## config.mk

```make
export PLATFORM = sky130hd
export DESIGN_NAME = sid_bus_master
export DESIGN_NICKNAME = d
export VERILOG_FILES = /design/src/rtl/sid_bus_master.sv
export SDC_FILE = /design/constraint.sdc
export NUM_CORES = 1
export LEC_CHECK = 0
export ABC_AREA = 1
export CORE_MARGIN = 8
export CORE_UTILIZATION = 44
export CTS_CLUSTER_DIAMETER = 150
export DETAILED_ROUTE_END_ITERATION = 6
export PLACE_DENSITY = 0.74
export SLEW_MARGIN = 20
export SYNTH_ARGS = -nofsm -noshare
export SYNTH_HDL_FRONTEND = slang
export SYNTH_SLANG_ARGS = --single-unit
```

## constraint.sdc

```tcl
create_clock -name clk -period 1.9 [get_ports clk]
set_clock_uncertainty 0.2 [all_clocks]
set_input_delay 0.38 -clock clk [delete_from_list [all_inputs] [get_ports clk]]
set_output_delay 0.38 -clock clk [all_outputs]
set_load 0.005 [all_outputs]
```

## src/rtl/sid_bus_master.sv

```systemverilog
// Bus master for a SID-style peripheral: generates PHI2 from clk and runs one
// read or write per PHI2 period from a one-entry request buffer.
//
// state   | meaning
// --------+---------------------------------------------------------------
// ST_IDLE | no bus cycle in progress; chip select released
// ST_XFER | bus cycle running from cnt==1 through cnt==0 of the next period
module sid_bus_master #(
    parameter int AW   = 5,
    parameter int HALF = 12
) (
    input  logic          clk,
    input  logic          rst,
    input  logic          req_valid,
    output logic          req_ready,
    input  logic          req_we,
    input  logic [AW-1:0] req_addr,
    input  logic [7:0]    req_wdata,
    output logic          rsp_valid,
    output logic [7:0]    rsp_rdata,
    output logic          phi2_fall,
    output logic          bus_phi2,
    output logic [AW-1:0] bus_a,
    output logic          bus_r_wn,
    output logic          bus_csn,
    output logic [7:0]    bus_d_o,
    output logic          bus_d_oe,
    input  logic [7:0]    bus_d_i
);

    localparam int CW = $clog2(2 * HALF);
    localparam logic [CW-1:0] CNT_MAX = CW'(2 * HALF - 1);
    localparam logic [CW-1:0] CNT_HALF = CW'(HALF);
    localparam logic [CW-1:0] CNT_HALF_M1 = CW'(HALF - 1);

    typedef enum logic {ST_IDLE, ST_XFER} state_t;

    state_t        state_q, state_d;
    logic [CW-1:0] cnt_q, cnt_d;
    logic          phi2_q, phi2_d;
    logic          fall_q, fall_d;

    logic          pend_valid_q, pend_valid_d;
    logic          pend_we_q, pend_we_d;
    logic [AW-1:0] pend_addr_q, pend_addr_d;
    logic [7:0]    pend_wdata_q, pend_wdata_d;

    logic          xfer_we_q, xfer_we_d;
    logic [7:0]    xfer_wdata_q, xfer_wdata_d;

    logic          csn_q, csn_d;
    logic          r_wn_q, r_wn_d;
    logic [AW-1:0] a_q, a_d;
    logic [7:0]    d_o_q, d_o_d;
    logic          d_oe_q, d_oe_d;
    logic          rsp_valid_q, rsp_valid_d;
    logic [7:0]    rsp_rdata_q, rsp_rdata_d;

    logic accept;
    logic launch;

    assign req_ready = ~pend_valid_q;
    assign accept    = req_valid & ~pend_valid_q;
    // Launch only from an entry that was already pending when cnt==0 began.
    assign launch    = pend_valid_q & (cnt_q == '0);

    always_comb begin
        cnt_d        = (cnt_q == CNT_MAX) ? '0 : cnt_q + 1'b1;
        phi2_d       = (cnt_d >= CNT_HALF);
        fall_d       = (cnt_d == '0);

        pend_valid_d = pend_valid_q;
        pend_we_d    = pend_we_q;
        pend_addr_d  = pend_addr_q;
        pend_wdata_d = pend_wdata_q;

        state_d      = state_q;
        xfer_we_d    = xfer_we_q;
        xfer_wdata_d = xfer_wdata_q;
        csn_d        = csn_q;
        r_wn_d       = r_wn_q;
        a_d          = a_q;
        d_o_d        = d_o_q;
        d_oe_d       = d_oe_q;
        rsp_valid_d  = 1'b0;
        rsp_rdata_d  = rsp_rdata_q;

        if (accept) begin
            pend_valid_d = 1'b1;
            pend_we_d    = req_we;
            pend_addr_d  = req_addr;
            pend_wdata_d = req_wdata;
        end else if (launch) begin
            pend_valid_d = 1'b0;
        end

        case (state_q)
            ST_IDLE: begin
                if (launch) begin
                    state_d      = ST_XFER;
                    xfer_we_d    = pend_we_q;
                    xfer_wdata_d = pend_wdata_q;
                    csn_d        = 1'b0;
                    a_d          = pend_addr_q;
                    r_wn_d       = ~pend_we_q;
                end
            end
            ST_XFER: begin
                if ((cnt_q == CNT_HALF_M1) && xfer_we_q) begin
                    d_oe_d = 1'b1;
                    d_o_d  = xfer_wdata_q;
                end
                if ((cnt_q == CNT_MAX) && !xfer_we_q) begin
                    rsp_valid_d = 1'b1;
                    rsp_rdata_d = bus_d_i;
                end
                // cnt==0 is the last clk of the cycle; write data is held
                // through it and released on the edge that ends it.
                if (cnt_q == '0) begin
                    d_oe_d = 1'b0;
                    if (launch) begin
                        xfer_we_d    = pend_we_q;
                        xfer_wdata_d = pend_wdata_q;
                        a_d          = pend_addr_q;
                        r_wn_d       = ~pend_we_q;
                    end else begin
                        state_d = ST_IDLE;
                        csn_d   = 1'b1;
                        r_wn_d  = 1'b1;
                    end
                end
            end
            default: begin
                state_d = ST_IDLE;
                csn_d   = 1'b1;
                r_wn_d  = 1'b1;
                d_oe_d  = 1'b0;
            end
        endcase
    end

    always_ff @(posedge clk or posedge rst) begin
        if (rst) begin
            state_q      <= ST_IDLE;
            cnt_q        <= '0;
            phi2_q       <= 1'b0;
            fall_q       <= 1'b0;
            pend_valid_q <= 1'b0;
            pend_we_q    <= 1'b0;
            pend_addr_q  <= '0;
            pend_wdata_q <= '0;
            xfer_we_q    <= 1'b0;
            xfer_wdata_q <= '0;
            csn_q        <= 1'b1;
            r_wn_q       <= 1'b1;
            a_q          <= '0;
            d_o_q        <= '0;
            d_oe_q       <= 1'b0;
            rsp_valid_q  <= 1'b0;
            rsp_rdata_q  <= '0;
        end else begin
            state_q      <= state_d;
            cnt_q        <= cnt_d;
            phi2_q       <= phi2_d;
            fall_q       <= fall_d;
            pend_valid_q <= pend_valid_d;
            pend_we_q    <= pend_we_d;
            pend_addr_q  <= pend_addr_d;
            pend_wdata_q <= pend_wdata_d;
            xfer_we_q    <= xfer_we_d;
            xfer_wdata_q <= xfer_wdata_d;
            csn_q        <= csn_d;
            r_wn_q       <= r_wn_d;
            a_q          <= a_d;
            d_o_q        <= d_o_d;
            d_oe_q       <= d_oe_d;
            rsp_valid_q  <= rsp_valid_d;
            rsp_rdata_q  <= rsp_rdata_d;
        end
    end

    assign bus_phi2  = phi2_q;
    assign phi2_fall = fall_q;
    assign bus_csn   = csn_q;
    assign bus_r_wn  = r_wn_q;
    assign bus_a     = a_q;
    assign bus_d_o   = d_o_q;
    assign bus_d_oe  = d_oe_q;
    assign rsp_valid = rsp_valid_q;
    assign rsp_rdata = rsp_rdata_q;

endmodule

```

# After elaboration in Yosys (flattened, before gate mapping)
# Cells that the tools add are included.
[totals]
ff_bits = 57
out_inout_bits = 28
word_cells = 67
[classes]
n_bitwise = 5
n_mux = 26
n_addsub = 1
n_reduce_logical = 12
n_lt_le_gt_ge = 1
n_eq_ne = 5
[op_table]
columns = ["op", "count"]
rows = [
  ["$mux W8", 2],
  ["$pmux W8 S2", 1],
  ["$mux W1", 15],
  ["$mux W5", 3],
  ["$logic_not A5 Y1", 2],
  ["$pmux W5 S2", 1],
  ["$pmux W1 S2", 4],
  ["$reduce_and A2 Y1", 4],
  ["$add A5 B1 Y5 const B", 1],
  ["$eq A5 B4 Y1 const B", 1],
  ["$eq A5 B5 Y1 const B", 1],
  ["$ge A5 B4 Y1 const B", 1],
  ["$ne A2 B2 Y1 const B", 2],
  ["$reduce_bool A2 Y1", 2],
  ["$not A1 Y1", 3],
  ["$reduce_and A3 Y1", 1],
  ["$and A1 B1 Y1", 2],
  ["$logic_and A1 B1 Y1", 2],
  ["$ne A2 B1 Y1 const B", 1],
  ["$logic_not A1 Y1", 1],
]

# Logic depth before layout (Yosys ltp)
# Gate-level depths: netlist of the first run.
[depth]
word_depth = 5
depth_mapped = 9

# Worst setup path before layout of the first run
# No wires, ideal clock.
[synth_path]
path_kind = "register to register"
start = "register cnt_q[0]"
end = "register xfer_wdata_q[4]"
slack_ns = 0.359
arrival_ns = 1.214
n_path_buf = 1
period_less_slack_ns = 1.541
setup_time_ns = 0.126
required_time_ns = 1.574
stages_incl_launch_ff = 9
cell_sequence = "dfrtp_1 inv_1 ha_1 inv_1 nor2_1 nand3_1 inv_1 buf_4 o21ai_0"
[synth_between]
elab_chain_len = 5
word_cells_on_any_way = 6
cone_classes = "1 x eq/ne; 3 x mux; 1 x bitwise; 1 x reduce/logical"
[synth_lines]
columns = ["element", "line_no", "text"]
rows = [
  ["from (decl)", "39", "logic [CW-1:0] cnt_q, cnt_d;"],
  ["from (signal assigned)", "163", "cnt_q <= cnt_d;"],
  ["$logic_not A5 Y1 *", "65, 119", ""],
  ["$and A1 B1 Y1", "65", "assign launch = pend_valid_q & (cnt_q == '0);"],
  ["$mux W8 (2 in a row)", "-", ""],
  ["$pmux W8 S2", "-", ""],
  ["to (signal assigned)", "171", "xfer_wdata_q <= xfer_wdata_d;"],
  ["to (decl)", "49", "logic [7:0] xfer_wdata_q, xfer_wdata_d;"],
]
# Mark *: on every way between the ends. The rest lies on a longest branch, timed or not. The select of a mux whose other input is x is not followed.
# A chain may end at the register's enable or synchronous reset.

# Final worst setup path of the first run
[layout_path]
start = "register a_q[2], in the netlist bus_a[2]"
end = "output bus_a[2]"
[layout_lines]
columns = ["element", "line_no", "text"]
rows = [
  ["from (decl)", "53", "logic [AW-1:0] a_q, a_d;"],
  ["from (signal assigned)", "156", "a_q <= '0;"],
  ["from (signal assigned)", "174", "a_q <= a_d;"],
  ["to (decl)", "23", "output logic [AW-1:0] bus_a,"],
]
# No word-level cell between the ends.

==> flow_summary_export.csv, run 1 <==
group,metric,value,unit
outcome,status,"finished, final reports clean",
critical_path,slowest_stage,"clkdlybuf4s50_1",
drt,met2WireLength,1960,microns
layout,diodes,0,
synth,synth_seq_cells,57,
synth,yosys.area.top_type,"dfrtp_1",
clock_tree,post-cts-setup-buffers,0,
place,place_hpwl,3240,microns
drt,wl_per_cell,12.2,microns
clock_tree,cts_tree,"yes",
pwr,ir_worst_vdd,0.532,mV
run,max_cap_viol_count,0,
critical_path,cp-end-kind,"output pin",
sta,worst_pin_slew,0.414,ns
sta,period_needed,1.77,ns
die,chipHeight,88.4,microns
synth,yosysWarnings,0,
drt,highest_layer,"met4",
critical_path,crit_arrival,1.19,ns
synth,ys.flop_type,"dfrtp_1",
grt,grt_first_pass_wirelength,7440,microns
layout,final_nets,313,
critical_path,path_buf_inv,1,
grt,grt_pass1_vias,1618,
synth,ys_top_cells_by_area,"dfrtp_1, nand2_1, mux2_2",
critical_path,crit_type,"reg2out",
sta,slew_headroom,0.723,
synth,synth_edf_count,0,
die,core_area,5070,sq um
drt,wl_met3,199,microns
sta,finalSetupViolCount,0,
clock_tree,cts-root-buf,"clkbuf_8",
drt,dr.first_iter.drc_count,84,
place,io_buffers,52,
critical_path,cpPeakStageDelay,0.51,ns
critical_path,crit_chain,"clkdlybuf4s50_1",
clock_tree,path_clk_slew,0.06,ns
clock_tree,htreeDepth,3,
synth,syn_nets,250,
sta,hold_violations,0,
sta,fin_crit_sh,0.932,
synth,syn-cell-area,2300,sq um
place,preCtsSetupSlack,0.0711,ns
drt,routed_wl,4390,microns
critical_path,required,1.32,ns
sta,setup_slack,0.129,ns
sta,fmax,565,MHz
place,dp_cells,345,
grt,grt_overflow,0,
die,row_count,26,
synth,ys_seq_area_frac,0.620,
sta,tns,0,ns
drt,vias_per_cell,4.39,
clock_tree,cts-buffers-inserted,9,
clock_tree,clock_path_buffers,2,
layout,fin_cells,360,
die,start_util,0.454,
synth,yosys.area.top_type_share,0.598,
drt,ant_nets,0,
pwr,p_leak,1.49,nW
critical_path,critPathTopFamily,"buffers and inverters",
drt,drt-met1-wl,2110,microns
clock_tree,worstSkewPairLatency,0.32,ns
sta,whs,0.208,ns
synth,ys_types,21,
place,place.gp.congestion,0.738,
die,dieArea,7810,sq um
synth,synthArstFlopShare,1.00,
sta,rsz0062_at_grt,"false",
layout,drive_gt1_frac,0.179,
critical_path,crit_path_start_kind,"flip-flop",
drt,dr.pass1.iters,4,
sta,slew_violations,0,
synth,yosysMostFrequentCell,"nand2_1",
clock_tree,clock_sink_count,57,
grt,grtUsageTotal,0.127,
synth,synth_common_cells,"nand2_1, dfrtp_1, inv_1",
die,die_w,88.4,microns
die,ios,53,
hold_path,hold_class,"in2async",
drt,drc,0,
layout,syn_to_final_growth,34.7,%
pwr,power.total,0.00280,W
synth,avgSynthCellArea,10.3,sq um
critical_path,critPathMaxFanout,2,
grt,grt_max_degree,27,
synth,synth_cells,223,
grt,antenna_found_initial,0,
drt,vias,1581,
pwr,p_per_area,903,nW/um^2
## power breakdown
part           internal (W)  total (W)  switching, W
Sequential          0.00135    0.00141     0.0000611
Combinational      0.000222   0.000363      0.000141
Clock              0.000592    0.00103      0.000435
## final timing paths
kind / startpoint / end / slack (ns) / cells after the start
worst max-delay path: bus_a[2]$_DFFE_PP0P_ / bus_a[2] / 0.13 / 1
worst min-delay path: rst / xfer_wdata_q[7]$_DFFE_PP0P_ / 0.21 / 2
worst max register to register: cnt_q[0]$_DFF_PP0_ / xfer_wdata_q[0]$_DFFE_PP0P_ / 0.24 / 9
worst min register to register: pend_addr_q[4]$_DFFE_PP0P_ / bus_a[4]$_DFFE_PP0P_ / 0.27 / 2
max in group asynchronous: rst / bus_a[1]$_DFFE_PP0P_ / 0.85 / 3
min in group clk: pend_addr_q[4]$_DFFE_PP0P_ / bus_a[4]$_DFFE_PP0P_ / 0.27 / 2
## metal layers
layer / GRT usage / up-vias
met4: 0.0968 / 0
met5: 0 / -
met3: 0.0344 / 10
li1: - / 817
met1: 0.157 / 719
met2: 0.185 / 35
## through the flow
step | instance area (sq um) | utilization
detailed placement | 2930 | 0.577
global route | 3100 | 0.611
global placement | 2930 | 0.577
CTS | 3100 | 0.611
floorplan | 2310 | -
finish | 3100 | 0.611
## state kept, by name (all words and copies together) (netlist names), named ones only
register	count
bus_a	5
bus_csn	1
bus_d_o	8
bus_d_oe	1
bus_phi2	1
bus_r_wn	1
cnt_q	5
pend_addr_q	5
pend_valid_q	1
pend_wdata_q	8
pend_we_q	1
phi2_fall	1
rsp_rdata	8
rsp_valid	1
xfer_wdata_q	8
xfer_we_q	1
## layout make-up
| cell class | instances | area, sq um |
|---|---|---|
| multi-input cells | 129 | 718 |
| clock buffers | 11 | 131 |
| flip-flops and latches | 57 | 1430 |
| fillers | 471 | 1970 |
| repair buffers | 57 | 567 |
| inverters | 32 | 124 |
| well taps | 70 | 87.6 |
| clock inverters | 4 | 45.0 |
## cells in the final DEF (no fill, tap or decap), types with 2 or more instances in the layout
cell             count
dfstp_2              2
mux2_2              13
clkbuf_8             9
clkinv_2             3
nand2_2              3
o21ai_0             12
inv_1               28
nand4_1              2
o21ai_2              8
nor2_1              10
ha_1                 2
nand2_1             67
clkbuf_1             2
buf_4                4
nand3_1              4
clkdlybuf4s50_1     49
dfrtp_1             55
a21oi_1              3
inv_2                3
dlygate4sd2_1        3
## repair_timing
action                                  4_1_cts  5_1_grt
hold buffers                                  0        0
pin swaps                                     0        0
gates resized for setup                       3        1
endpoints found under the setup margin        3        2
## cells by family (layout without fill, tap and decap cells)
logic type               after synthesis  in the layout  share of synthesized area
AND/OR/NAND/NOR                       89             89                      0.163
flip-flops                            57             57                      0.620
buffers and inverters                 37            104                     0.0690
AO/OA/AOI/OAI                         25             25                     0.0733
multiplexers                          13             13                     0.0636
adder cells (fa/ha/maj)                2              2                     0.0109
(Power assumes the default switching activity.)
==> run 2: changes to the inputs <==
Settings changed: CORE_MARGIN 8 to default.
==> flow_summary_export.csv, run 2 (synthesis results as in run 1) <==
group,metric,value,unit
outcome,status,"finished, final reports clean",
place,placed_area,2940,sq um
critical_path,crit_type,"reg2out",
pwr,swShare,0.228,
sta,slew_violations,0,
clock_tree,cts-buffers-inserted,9,
clock_tree,cts-root-buf,"clkbuf_8",
grt,grt_overflow,0,
sta,slew_headroom,0.724,
place,io_buffers,52,
place,place.gp.congestion,0.770,
place,preCtsSetupSlack,0.0736,ns
die,die_w,74.4,microns
critical_path,r2r_end,"xfer_wdata_q[7]$_DFFE_PP0P_",
pwr,p_comb_frac,0.129,
grt,grt_first_pass_wirelength,7180,microns
sta,period_needed,1.78,ns
die,ios,53,
critical_path,worstRegToRegCells,9,
drt,dr.first_iter.drc_count,99,
place,place_hpwl,3000,microns
die,chipHeight,74.4,microns
die,dieArea,5530,sq um
layout,post-route-util,0.641,
pwr,p_leak,1.50,nW
die,start_util,0.472,
layout,final_area,3130,sq um
critical_path,slowest_stage,"clkdlybuf4s50_1",
clock_tree,path_clk_slew,0.06,ns
run,max_cap_viol_count,0,
critical_path,crit_chain,"clkdlybuf4s50_1",
critical_path,path_buf_inv,1,
critical_path,required,1.32,ns
critical_path,cp-end-kind,"output pin",
die,core_area,4880,sq um
clock_tree,cts_tree,"yes",
sta,fin_crit_sh,0.934,
layout,diodes,0,
grt,antenna_found_initial,0,
clock_tree,htreeDepth,3,
layout,fillCellCount,400,
pwr,ir_worst_vdd,0.520,mV
pwr,pwr-share-clk,0.375,
critical_path,cpPeakStageDelay,0.52,ns
pwr,internal-power,0.00220,W
pwr,power.total,0.00285,W
drt,dr.pass1.iters,4,
grt,grt_max_degree,24,
critical_path,critPathTopFamily,"buffers and inverters",
layout,final_common_cell,"nand2_1",
drt,routed_wl,4260,microns
pwr,p_per_area,910,nW/um^2
sta,setup_slack,0.125,ns
layout,final_nets,314,
layout,final_cell_mix,"nand2_1, dfrtp_1, clkdlybuf4s50_1",
place,dp_cells,342,
grt,grt_pass1_vias,1587,
sta,hold_violations,0,
sta,finalSetupViolCount,0,
drt,vias_per_cell,4.52,
clock_tree,clock_sink_count,57,
drt,ant_nets,0,
layout,multiInputGateArea,716,sq um
clock_tree,worstSkewPairLatency,0.33,ns
drt,vias,1613,
layout,final-seq-area,1430,sq um
layout,fin_cells,357,
pwr,pwr-share-seq,0.496,
layout,syn_to_final_growth,35.7,%
grt,grtUsageTotal,0.179,
sta,worst_pin_slew,0.413,ns
sta,fmax,563,MHz
clock_tree,clock_path_buffers,2,
drt,drc,0,
critical_path,crit_arrival,1.20,ns
pwr,power.switching,0.000648,W
critical_path,rr_startpoint,"cnt_q[0]$_DFF_PP0_",
die,row_count,25,
drt,wl_per_cell,11.9,microns
layout,drive_gt1_frac,0.183,
critical_path,crit_path_start_kind,"flip-flop",
hold_path,hold_class,"in2async",
critical_path,worst-r2r-setup-slack,0.17,ns
critical_path,critPathMaxFanout,2,
-- run 2: final cells by class --
type / count / area share
Clock inverter: 3 / 0.0136
Sequential cell: 57 / 0.457
Multi-Input combinational cell: 129 / 0.229
Timing Repair Buffer: 58 / 0.189
Clock buffer: 11 / 0.0452
Inverter: 32 / 0.0396
Tap cell: 67 / 0.0268
-- run 2: power by group through the flow --
stage          clock network [W]  registers [W]  logic [W]
2_1_floorplan                  0        0.00143   0.000155
3_3_place_gp                   0        0.00143   0.000364
3_5_place_dp                   0        0.00143   0.000375
4_1_cts                  0.00109        0.00141   0.000376
5_1_grt                  0.00115        0.00143   0.000407
6_report                 0.00107        0.00141   0.000367
-- run 2: how the worst max path moves through the flow --
stage	from	slack [ns]	end	cells past startpoint
after global routing	cnt_q[0]$_DFF_PP0_	-0.009	xfer_wdata_q[3]$_DFFE_PP0P_	9
after CTS	rsp_rdata[7]$_DFFE_PP0P_	0.11	rsp_rdata[7]	1
final	rsp_rdata[7]$_DFFE_PP0P_	0.12	rsp_rdata[7]	1
after detailed placement	req_valid	0.07	pend_wdata_q[4]$_DFFE_PP0P_	3
after global placement	req_valid	0.11	pend_wdata_q[5]$_DFFE_PP0P_	3
after floorplan	cnt_q[0]$_DFF_PP0_	0.36	xfer_wdata_q[4]$_DFFE_PP0P_	8
-- run 2: metal layers --
| metal | share of wire | track usage |
|---|---|---|
| met5 | 0 | 0 |
| met4 | 0.026 | 0.113 |
| met3 | 0.042 | 0.0298 |
| met2 | 0.45 | 0.265 |
| met1 | 0.48 | 0.248 |
-- run 2: timing repair --
item                       4_1_cts  5_1_grt
setup endpoints to repair        3        4
pin swaps                        0        0
hold buffers                     0        0
buffers inserted                 1        0
gates resized for setup          4        1
-- run 2: per-stage QoR --
step	hold WS [ns]	setup TNS [ns]
after global placement	0.253	0
after global routing	0.190	-0.00948
after floorplan	0.236	0
after detailed placement	0.263	0
after CTS	0.166	0
final	0.166	0
